File: config.mk
export PLATFORM = sky130hd
export DESIGN_NAME = sw_debounce_sync
export DESIGN_NICKNAME = d
export VERILOG_FILES = /design/src/rtl/sw_debounce_sync.sv
export SDC_FILE = /design/constraint.sdc
export NUM_CORES = 1
export LEC_CHECK = 0
export CORE_MARGIN = 2
export CORE_UTILIZATION = 30
export DETAILED_ROUTE_END_ITERATION = 6
export GPL_ROUTABILITY_DRIVEN = 0
export PLACE_DENSITY_LB_ADDON = 0.08
export SLEW_MARGIN = 20
export SYNTH_ARGS = -nofsm -noshare
export SYNTH_HDL_FRONTEND = slang
export SYNTH_SLANG_ARGS = --single-unit
File: constraint.sdc
create_clock -name clk -period 2.9 [get_ports clk]
set_input_delay 0.87 -clock clk [delete_from_list [all_inputs] [get_ports clk]]
set_output_delay 0.87 -clock clk [all_outputs]
set_load 0.03 [all_outputs]
File: src/rtl/sw_debounce_sync.sv
// sw_debounce_sync: synchronises an asynchronous slide-switch bus into clk and
// debounces each bit independently, presenting a glitch-free registered word.
//
// Ports:
//   clk           system clock
//   rst_n         asynchronous active-low reset
//   sw_raw        raw switch pins, asynchronous to clk
//   sw_stable     debounced, registered switch word
//   sw_changed    one-cycle pulse when any bit of sw_stable updates (RUN only)
//   changed_mask  bits of sw_stable that updated this cycle
//   settled       high once the power-up switch state has been captured
module sw_debounce_sync #(
  parameter int unsigned WIDTH           = 4,
  parameter int unsigned SYNC_STAGES     = 2,
  parameter int unsigned DEBOUNCE_CYCLES = 500000,
  parameter int unsigned CNT_W           = 19
) (
  input  logic             clk,
  input  logic             rst_n,
  input  logic [WIDTH-1:0] sw_raw,
  output logic [WIDTH-1:0] sw_stable,
  output logic             sw_changed,
  output logic [WIDTH-1:0] changed_mask,
  output logic             settled
);

  localparam logic [CNT_W-1:0] CNT_MAX = CNT_W'(DEBOUNCE_CYCLES - 1);
  localparam logic [CNT_W-1:0] CNT_ONE = CNT_W'(1);

  typedef enum logic {
    ST_INIT = 1'b0,
    ST_RUN  = 1'b1
  } state_e;

  logic [WIDTH-1:0] sync_q [SYNC_STAGES];
  logic [WIDTH-1:0] s;
  logic [WIDTH-1:0] s_pre;

  state_e           state_q, state_d;
  logic [CNT_W-1:0] init_cnt_q, init_cnt_d;
  logic [CNT_W-1:0] cnt_q [WIDTH];
  logic [CNT_W-1:0] cnt_d [WIDTH];
  logic [WIDTH-1:0] stable_q, stable_d;
  logic [WIDTH-1:0] mask_q, mask_d;
  logic             changed_q, changed_d;
  logic             settled_q, settled_d;

  // Synchroniser chain; s is the last stage, s_pre the value s takes next edge.
  always_ff @(posedge clk or negedge rst_n) begin
    if (!rst_n) begin
      for (int k = 0; k < int'(SYNC_STAGES); k++) begin
        sync_q[k] <= '0;
      end
    end else begin
      sync_q[0] <= sw_raw;
      for (int k = 1; k < int'(SYNC_STAGES); k++) begin
        sync_q[k] <= sync_q[k-1];
      end
    end
  end

  assign s     = sync_q[SYNC_STAGES-1];
  assign s_pre = sync_q[SYNC_STAGES-2];

  // State and datapath registers.
  always_ff @(posedge clk or negedge rst_n) begin
    if (!rst_n) begin
      state_q    <= ST_INIT;
      init_cnt_q <= '0;
      stable_q   <= '0;
      mask_q     <= '0;
      changed_q  <= 1'b0;
      settled_q  <= 1'b0;
      for (int i = 0; i < int'(WIDTH); i++) begin
        cnt_q[i] <= '0;
      end
    end else begin
      state_q    <= state_d;
      init_cnt_q <= init_cnt_d;
      stable_q   <= stable_d;
      mask_q     <= mask_d;
      changed_q  <= changed_d;
      settled_q  <= settled_d;
      for (int i = 0; i < int'(WIDTH); i++) begin
        cnt_q[i] <= cnt_d[i];
      end
    end
  end

  // Next-state: whole-word capture in INIT, per-bit debounce in RUN.
  always_comb begin
    state_d    = state_q;
    init_cnt_d = init_cnt_q;
    stable_d   = stable_q;
    mask_d     = '0;
    changed_d  = 1'b0;
    settled_d  = settled_q;
    for (int i = 0; i < int'(WIDTH); i++) begin
      cnt_d[i] = cnt_q[i];
    end

    case (state_q)
      ST_INIT: begin
        for (int i = 0; i < int'(WIDTH); i++) begin
          cnt_d[i] = '0;
        end
        // Restart on the edge where any bit of s changes value.
        if (s_pre != s) begin
          init_cnt_d = '0;
        end else if (init_cnt_q == CNT_MAX) begin
          init_cnt_d = '0;
          stable_d   = s;
          settled_d  = 1'b1;
          state_d    = ST_RUN;
        end else begin
          init_cnt_d = init_cnt_q + CNT_ONE;
        end
      end

      ST_RUN: begin
        for (int i = 0; i < int'(WIDTH); i++) begin
          if (s[i] == stable_q[i]) begin
            cnt_d[i] = '0;
          end else if (cnt_q[i] == CNT_MAX) begin
            cnt_d[i]    = '0;
            stable_d[i] = s[i];
            mask_d[i]   = 1'b1;
          end else begin
            cnt_d[i] = cnt_q[i] + CNT_ONE;
          end
        end
        changed_d = |mask_d;
      end

      default: begin
        state_d = ST_INIT;
      end
    endcase
  end

  assign sw_stable    = stable_q;
  assign sw_changed   = changed_q;
  assign changed_mask = mask_q;
  assign settled      = settled_q;

endmodule

* Word-level counts from Yosys, hierarchy flattened
Index checks and enable logic that the tools add are counted.
Widths: inputs -> output; s select.
** Operators by class
- Add/subtract/negate cells :: 5
- Eq/ne operators :: 20
- Muxes and demuxes :: 39
- Bitwise operators :: 2
- Reduce and logical (&&, ||, !) cells :: 6
** Operators with widths (number)
- $mux 19 :: 10
- $pmux 76 s2 :: 1
- $add 19x1->19 const B :: 5
- $eq 19x19->1 const B :: 5
- $mux 1 :: 24
- $reduce_and 4->1 :: 4
- $mux 4 :: 3
- $ne 2x2->1 const B :: 6
- $ne 2x1->1 const B :: 4
- $pmux 4 s2 :: 1
- $eq 1x1->1 :: 4
- $ne 4x4->1 :: 1
- $reduce_or 4->1 :: 1
- $reduce_and 3->1 :: 1
- $not 1->1 :: 2
** Word-level totals
- Bits in registers :: 114
- Input bits :: 6
- Word-level logic and storage cells :: 87

* Logic depth before layout (Yosys ltp)
Gate-level depths: netlist of the first run.
- Depth in word-level cells :: 6
- Depth in mapped cells :: 7
- Mapped depth without buffers :: 6

* Worst setup path after synthesis of the first run
No wires, ideal clock.
- Kind :: register -> register
- From :: register cnt_q[12] in the netlist's numbering
- To :: register stable_q[3], in the netlist sw_stable[3]
- Data arrival time :: 1.752 ns
- Data required time :: 2.773 ns
- Path slack :: 1.021 ns
- Cell stages (with the launch flop) :: 5
- Path buffers :: 0
- Period minus slack after synthesis :: 1.879 ns
- Path through :: dfrtp_1 or4b_1 or3_4 o21bai_4 mux2_1
** On the way
- Word-level cells in the longest chain between the ends :: 3
** Ends and longest elaborated chain
- start: declaration :: line 41 : logic [CNT_W-1:0] cnt_q [WIDTH];
- start signal: indexed assignment :: line 85 : cnt_q[i] <= cnt_d[i];
- $eq 19x19->1 :: line 124 : end else if (cnt_q[i] == CNT_MAX) begin
- $ne 2x1->1 (no line)
- $reduce_and 4->1 (no line)
- end signal: assignment :: line 80 : stable_q <= stable_d;
- end: declaration :: line 43 : logic [WIDTH-1:0] stable_q, stable_d;
No other way between the ends.
A chain may end at the register's enable or synchronous reset.

* Final worst setup path of the first run
- From :: register stable_q[0], in the netlist sw_stable[0]
- To :: output sw_stable[0]
** RTL lines
- end: declaration :: line 21 : output logic [WIDTH-1:0] sw_stable,
No word-level cell between the ends.

==> reports/qor.yml, run 1 <==
floorplanning:
  num_io_pins: 16
  row_count: 48
  fp.dieW_um: 138
  start_util_pct: 30.8
  die_area_mm2: 0.0189
  core_mm2: 0.0174
  fp.dieH_um: 138
detailed_routing:
  antenna_left: 0
  met1_length_mm: 5.56
  top_layer: "met4"
  wl_met3_um: 341
  first_pass_iters: 4
  wl_per_cell_um: 13.6
  wl_met2_mm: 4.72
  drtIter0Drc: 154
  vias: 3675
  drc_errors: 0
  routed_via_density: 4.62
  drt-total-wl_mm: 10.8
sta:
  worst_pin_slew_ns: 0.802
  finalSetupTns_ns: 0
  finalSetupViolations: 0
  holdWs_ns: 0.400
  rsz0062_at_grt: "no"
  clock.fmax_mhz: 414
  max_slew_margin_pct: 46.5
  finalHoldViolCount: 0
  maxSlewViolCount: 0
  period_needed_ns: 2.42
  finalCritPeriodShare_pct: 83.3
  finClkSkew_ns: 0.00599
final_layout:
  drive_above_1_share_pct: 8.77
  area_growth_pct: 20.1
  antenna_cells: 0
  final_nets: 568
outcome:
  status: "finished clean"
critical_path:
  crit_family: "buffers and inverters"
  critPathRequiredTime_ns: 2.03
  crit_slowest_cell: "clkdlybuf4s50_1"
  cp-end-kind: "output pin"
  critPathArrivalTime_ns: 1.55
  r2r-start: "init_cnt_q[0]$_DFFE_PN0N_"
  crit_type: "flip-flop to output pin"
  critPathLaunch: "sw_stable[0]$_DFFE_PN0P_"
  critPathBufInv: 1
  crit_fanout: 3
  max_stage_delay_ns: 0.73
  crit_chain: "clkdlybuf4s50_1"
  start_kind: "flip-flop"
global_route:
  grtUsageTotal_pct: 13.2
  grt_overflow_total: 0
  grt_pass1_wl_mm: 19.1
  grt_max_degree: 51
  first_global_vias: 3714
  antenna_found_initial: 0
clock_tree:
  clk_path_buf_depth: 2
  postCtsSetupBuffers: 0
  cts_max_level: 4
  cts_hold_buf: 0
  cts.clk_slew.worst_paths_ns: 0.05
  cts.sinks: 114
  cts_root_buffer: "clkbuf_16"
  tritoncts: "yes"
  clk_latency_ns: 0.42
  cts_buffers: 17
  cts_resized: 0
power_and_ir_drop:
  peakVddDrop_mv: 0.410
  cellPowerDensity_mw_per_mm2: 604
  leakagePower_nw: 2.56
worst_hold_path:
  holdCritPathClass: "flip-flop to flip-flop"
  holdCritStartpoint: "s_pre[2]$_DFF_PN0_"
synth:
  yosys.area_share.simple_pct: 26.2
  synth_top_family_by_area: "simple AND/OR/NAND/NOR gates"
  synth_compound_area_share_pct: 2.48
  synth_xor_area_share_pct: 14.2
  synth_nets: 536
  synth_edf_count: 0
  async_flop_share_pct: 100
  synth_area_per_cell_um2: 10.2
  yosys_warnings: 0
  synth_ff_type: "dfrtp_1"
  yosys-mux-area-fraction_pct: 1.03
  synth_cells: 525
  ys_types: 42
  ys_seq_area_share_pct: 53.3
  synthAdderAreaFrac_pct: 1.17
  ys_seq_elements: 114
  synth_area_mm2: 0.00535
place:
  dp_hpwl_mm: 7.22
  io_buffer_count: 15
flow_run:
  cap_viol_max_count: 0
==> cell type report <==
cell class | instances | area (µm²)
inverters | 9 | 33.8
fillers | 1717 | 10900
clock buffers | 19 | 443
clock inverters | 13 | 185
flip-flops and latches | 114 | 2850
multi-input cells | 393 | 2410
well taps | 225 | 282
repair buffers | 22 | 213
==> per-layer routing <==
| layer | GRT usage, % | vias to the layer above |
|---|---|---|
| met5 | 0 | - |
| met4 | 5.67 | 0 |
| met3 | 4.27 | 14 |
| met2 | 19.4 | 30 |
| met1 | 17.8 | 1760 |
| li1 | - | 1871 |
==> cell usage in the layout, fill, tap and decap left out, types with 9 or more instances in the layout <==
master	netlist	final
nor2_1	105	105
clkdlybuf4s50_1	0	14
nor3_1	12	12
clkbuf_16	0	17
dfrtp_1	114	114
and3_1	10	10
nand4_1	28	28
nand3_1	32	32
xor2_1	58	58
nand2_1	46	46
inv_1	9	9
xnor2_1	29	29
and4_1	14	14
==> cell usage after synthesis, types with 3 or more instances <==
cell type / count / share of area (%)
a21oi_1: 3 / 0.28
and2_1: 3 / 0.35
and3_1: 10 / 1.2
and4_1: 14 / 2.3
buf_2: 5 / 0.47
clkbuf_1: 3 / 0.21
dfrtp_1: 114 / 53
ha_1: 5 / 1.2
inv_1: 9 / 0.63
mux2_2: 3 / 0.63
nand2_1: 46 / 3.2
nand3_1: 32 / 3.0
nand4_1: 28 / 3.3
nor2_1: 105 / 7.4
nor3_1: 12 / 1.1
nor4_1: 4 / 0.47
nor4b_1: 7 / 1.1
o21ai_0: 7 / 0.66
xnor2_1: 29 / 4.7
xor2_1: 58 / 9.5
==> through the flow <==
stage                     power [mW]  cells  utilization (%)  setup WS [ns]  instance area [µm²]
final                           3.88    795             37.0          0.483                 6420
after global routing            4.05    795             37.0          0.423                 6420
after detailed placement        1.70    763             33.4          0.771                 5790
after CTS                       3.95    795             37.0          0.462                 6420
after floorplan                 1.65    525                -           1.02                 5350
after global placement          1.70    763             33.4          0.822                 5790
==> cell families after synthesis <==
kind of cell / after synthesis
simple gates: 277
compound gates: 19
flops: 114
mux: 5
buf+inv: 18
fa+ha+maj: 5
xor+xnor: 87
==> power breakdown <==
group          internal [mW]  leakage, nW  switching [mW]
clock                   1.46        0.303           0.752
sequential              1.60         1.57         0.00590
combinational         0.0186        0.684          0.0450
total                   3.07         2.56           0.803
==> path summary, 6_finish.rpt <==
check	endpoint	slack [ns]	depth (start not counted)
min in group asynchronous	cnt_q[35]$_DFF_PN0_	0.43	1
min	s[2]$_DFF_PN0_	0.40	0
max in group asynchronous	cnt_q[48]$_DFF_PN0_	1.78	2
max	sw_stable[0]	0.48	1
min reg2reg	s[2]$_DFF_PN0_	0.40	0
max reg2reg	sw_stable[2]$_DFFE_PN0P_	0.77	6
==> flip-flops by register name, summed over array words and instances (netlist names) <==
name,count
state_q,1
sw_stable,4
s,4
cnt_q,76
settled,1
init_cnt_q,19
s_pre,4
changed_mask,4
sw_changed,1
Note: power is estimated with default switching activity, not from simulation.
==> inputs of run 2 (changes only) <==
Clock period 2.9 ns to 2.4 ns, I/O delays scaled along.
==> run 2 against run 1 <==
  * Clock power is 8% higher
  * First-iteration DRC count is 5.8% higher
  * Cell area is 0.45% lower
  * Flip-flop and latch count stayed put
  * Routed wire length is 1.7% higher
  * Worst setup slack worse by 0.35 ns
  * Critical path type unchanged
  * Clock-buffer cell count stayed put
  * Critical endpoint unchanged
  * Global-route usage is 0.21 points lower
  * Sequential share of layout area is 0.20 points higher
  * Sequential power is 21% higher
  * Combinational power is 24% higher
  * Largest power group unchanged
  * Core utilization is 0.17 points lower
==> reports/qor.yml, run 2 (same netlist as run 1, synthesis figures left out) <==
clock_tree:
  clk_path_buf_depth: 2  # unchanged
  cts_max_level: 4  # unchanged
  cts_resized: 0  # unchanged
  cts.sinks: 114  # unchanged
  cts_buffers: 17  # unchanged
  postCtsSetupBuffers: 0  # unchanged
  cts.clk_slew.worst_paths_ns: 0.06  # was 0.05 ns
  cts_root_buffer: "clkbuf_16"  # unchanged
  clk_latency_ns: 0.41  # was 0.42 ns
  cts_hold_buf: 0  # unchanged
  tritoncts: "yes"  # unchanged
global_route:
  grt_pass1_wl_mm: 18.8  # was 19.1 mm
  grtUsageTotal_pct: 13.0  # was 13.2%
  grt_overflow_total: 0  # unchanged
  first_global_vias: 3766  # was 3,714
  grt_max_degree: 50  # was 51
  antenna_found_initial: 0  # unchanged
final_layout:
  final_cell_mix: "dfrtp_1, nor2_1, xor2_1"  # unchanged
  drive_above_1_share_pct: 9.42  # was 8.77%
  nFillCells: 1728  # was 1,717
  stdcell_area_mm2: 0.00639  # was 0.00642 mm²
  reg.largest.list: "cnt_q (76), init_cnt_q (19)"  # unchanged
  largest_reg_flops: 76  # unchanged
  multi_input_area_mm2: 0.00241  # unchanged
  utilization_pct: 36.8  # was 37.0%
  area_growth_pct: 19.6  # was 20.1%
  regArea_mm2: 0.00285  # unchanged
  final_common_cell: "dfrtp_1"  # unchanged
  final_nets: 571  # was 568
  antenna_cells: 0  # unchanged
  layoutNonFillerInstCount: 798  # was 795
  regMostFlops: "cnt_q"  # unchanged
critical_path:
  crit_slowest_cell: "clkdlybuf4s50_1"  # unchanged
  start_kind: "flip-flop"  # unchanged
  max_stage_delay_ns: 0.73  # about the same
  r2r_end: "sw_stable[0]$_DFFE_PN0P_"  # was sw_stable[2]$_DFFE_PN0P_
  crit_type: "flip-flop to output pin"  # unchanged
  crit_family: "buffers and inverters"  # unchanged
  crit_fanout: 3  # unchanged
  cp-end-kind: "output pin"  # unchanged
  critPathBufInv: 1  # unchanged
  crit_chain: "clkdlybuf4s50_1"  # unchanged
  critPathRequiredTime_ns: 1.68  # was 2.03 ns
  critPathArrivalTime_ns: 1.55  # about the same
  rr_worst_depth: 6  # unchanged
  r2r_slack_ns: 0.30  # was 0.77 ns
  r2r-start: "init_cnt_q[0]$_DFFE_PN0N_"  # unchanged
sta:
  timing.final.ws_setup_ns: 0.133  # was 0.483 ns
  finalCritPeriodShare_pct: 94.4
  maxSlewViolCount: 0  # unchanged
  clock.fmax_mhz: 441
  finalSetupViolations: 0  # unchanged
  period_needed_ns: 2.27
  finalSetupTns_ns: 0  # unchanged
  rsz0062_at_grt: "no"  # unchanged
  finClkSkew_ns: 0.0120  # was 0.00599 ns
  worst_pin_slew_ns: 0.552  # was 0.802 ns
  finalHoldViolCount: 0  # unchanged
  max_slew_margin_pct: 62.9  # was 46.5%
floorplanning:
  num_io_pins: 16  # unchanged
  start_util_pct: 30.8  # unchanged
  fp.dieH_um: 138  # unchanged
  fp.dieW_um: 138  # unchanged
  core_mm2: 0.0174  # unchanged
  die_area_mm2: 0.0189  # unchanged
  row_count: 48  # unchanged
place:
  dp_hpwl_mm: 7.43  # was 7.22 mm
  pre_cts_ws_ns: 0.279  # was 0.771 ns
  dpl-instance-area_mm2: 0.00583  # was 0.00579 mm²
  dp.cells: 766  # was 763
  io_buffer_count: 15  # unchanged
power_and_ir_drop:
  peakVddDrop_mv: 0.477  # was 0.410 mV
  leakagePower_nw: 2.55  # was 2.56 nW
  cellPowerDensity_mw_per_mm2: 688  # was 604 mW/mm²
detailed_routing:
  vias: 3719  # was 3,675
  wl_per_cell_um: 13.8  # was 13.6 µm
  first_pass_iters: 4  # unchanged
  drtIter0Drc: 163  # was 154
  antenna_left: 0  # unchanged
  routed_via_density: 4.66  # was 4.62
  drt-total-wl_mm: 11.0  # was 10.8 mm
  drc_errors: 0  # unchanged
worst_hold_path:
  holdCritPathClass: "input pin to asynchronous set/reset pin"  # was flip-flop to flip-flop
flow_run:
  cap_viol_max_count: 0  # unchanged
outcome:
  status: "finished clean"  # unchanged
## run 2: cell types whose count changed in the layout (fill, tap and decap cells not counted)
| cell | change |
|---|---|
| bufinv_16 | -3 |
| buf_4 | +2 |
| clkinv_2 | +2 |
| clkinv_4 | -2 |
| clkinvlp_4 | +2 |
| buf_12 | +1 |
| clkbuf_1 | -1 |
| clkbuf_8 | +1 |
| inv_6 | +1 |
## run 2: routing by layer
| layer | track usage, % | vias up | routed length [µm] |
|---|---|---|---|
| li1 | - | 1872 | - |
| met4 | 4.30 | 0 | 112 |
| met3 | 4.30 | 8 | 417 |
| met1 | 17.9 | 1802 | 5710 |
| met2 | 19.1 | 37 | 4760 |
| met5 | 0 | - | 0 |
## run 2: report_power, final
group          total [mW]  switching (mW)  internal, mW  leakage [nW]
sequential           1.94         0.00701          1.93          1.57
clock                2.38           0.914          1.47         0.271
combinational      0.0787          0.0549        0.0238         0.704
total                4.40           0.976          3.43          2.55
## run 2: layout make-up
cell class,instances,share of cell area [%]
Sequential cell,114,44.6
Inverter,9,0.528
Clock buffer,19,7.08
Tap cell,225,4.40
Multi-Input combinational cell,393,37.7
Timing Repair Buffer,25,3.87
Clock inverter,13,1.74
## run 2: through the flow
step	power (mW)	hold slack (ns)
after floorplan	1.99	0.373
after global placement	2.06	0.380
after detailed placement	2.06	0.379
after CTS	4.49	0.218
after global routing	4.61	0.225
final	4.40	0.218
## run 2: worst max-delay path by stage
stage | end | cells past startpoint | from | slack, ns
floorplan | sw_stable[3]$_DFFE_PN0P_ | 4 | cnt_q[12]$_DFF_PN0_ | 0.52
finish | sw_stable[0] | 1 | sw_stable[0]$_DFFE_PN0P_ | 0.13
global route | sw_stable[0] | 1 | sw_stable[0]$_DFFE_PN0P_ | 0.06
global placement | sw_stable[3]$_DFFE_PN0P_ | 5 | init_cnt_q[11]$_DFFE_PN0N_ | 0.30
CTS | sw_stable[0] | 1 | sw_stable[0]$_DFFE_PN0P_ | 0.09
detailed placement | sw_stable[3]$_DFFE_PN0P_ | 5 | init_cnt_q[11]$_DFFE_PN0N_ | 0.28
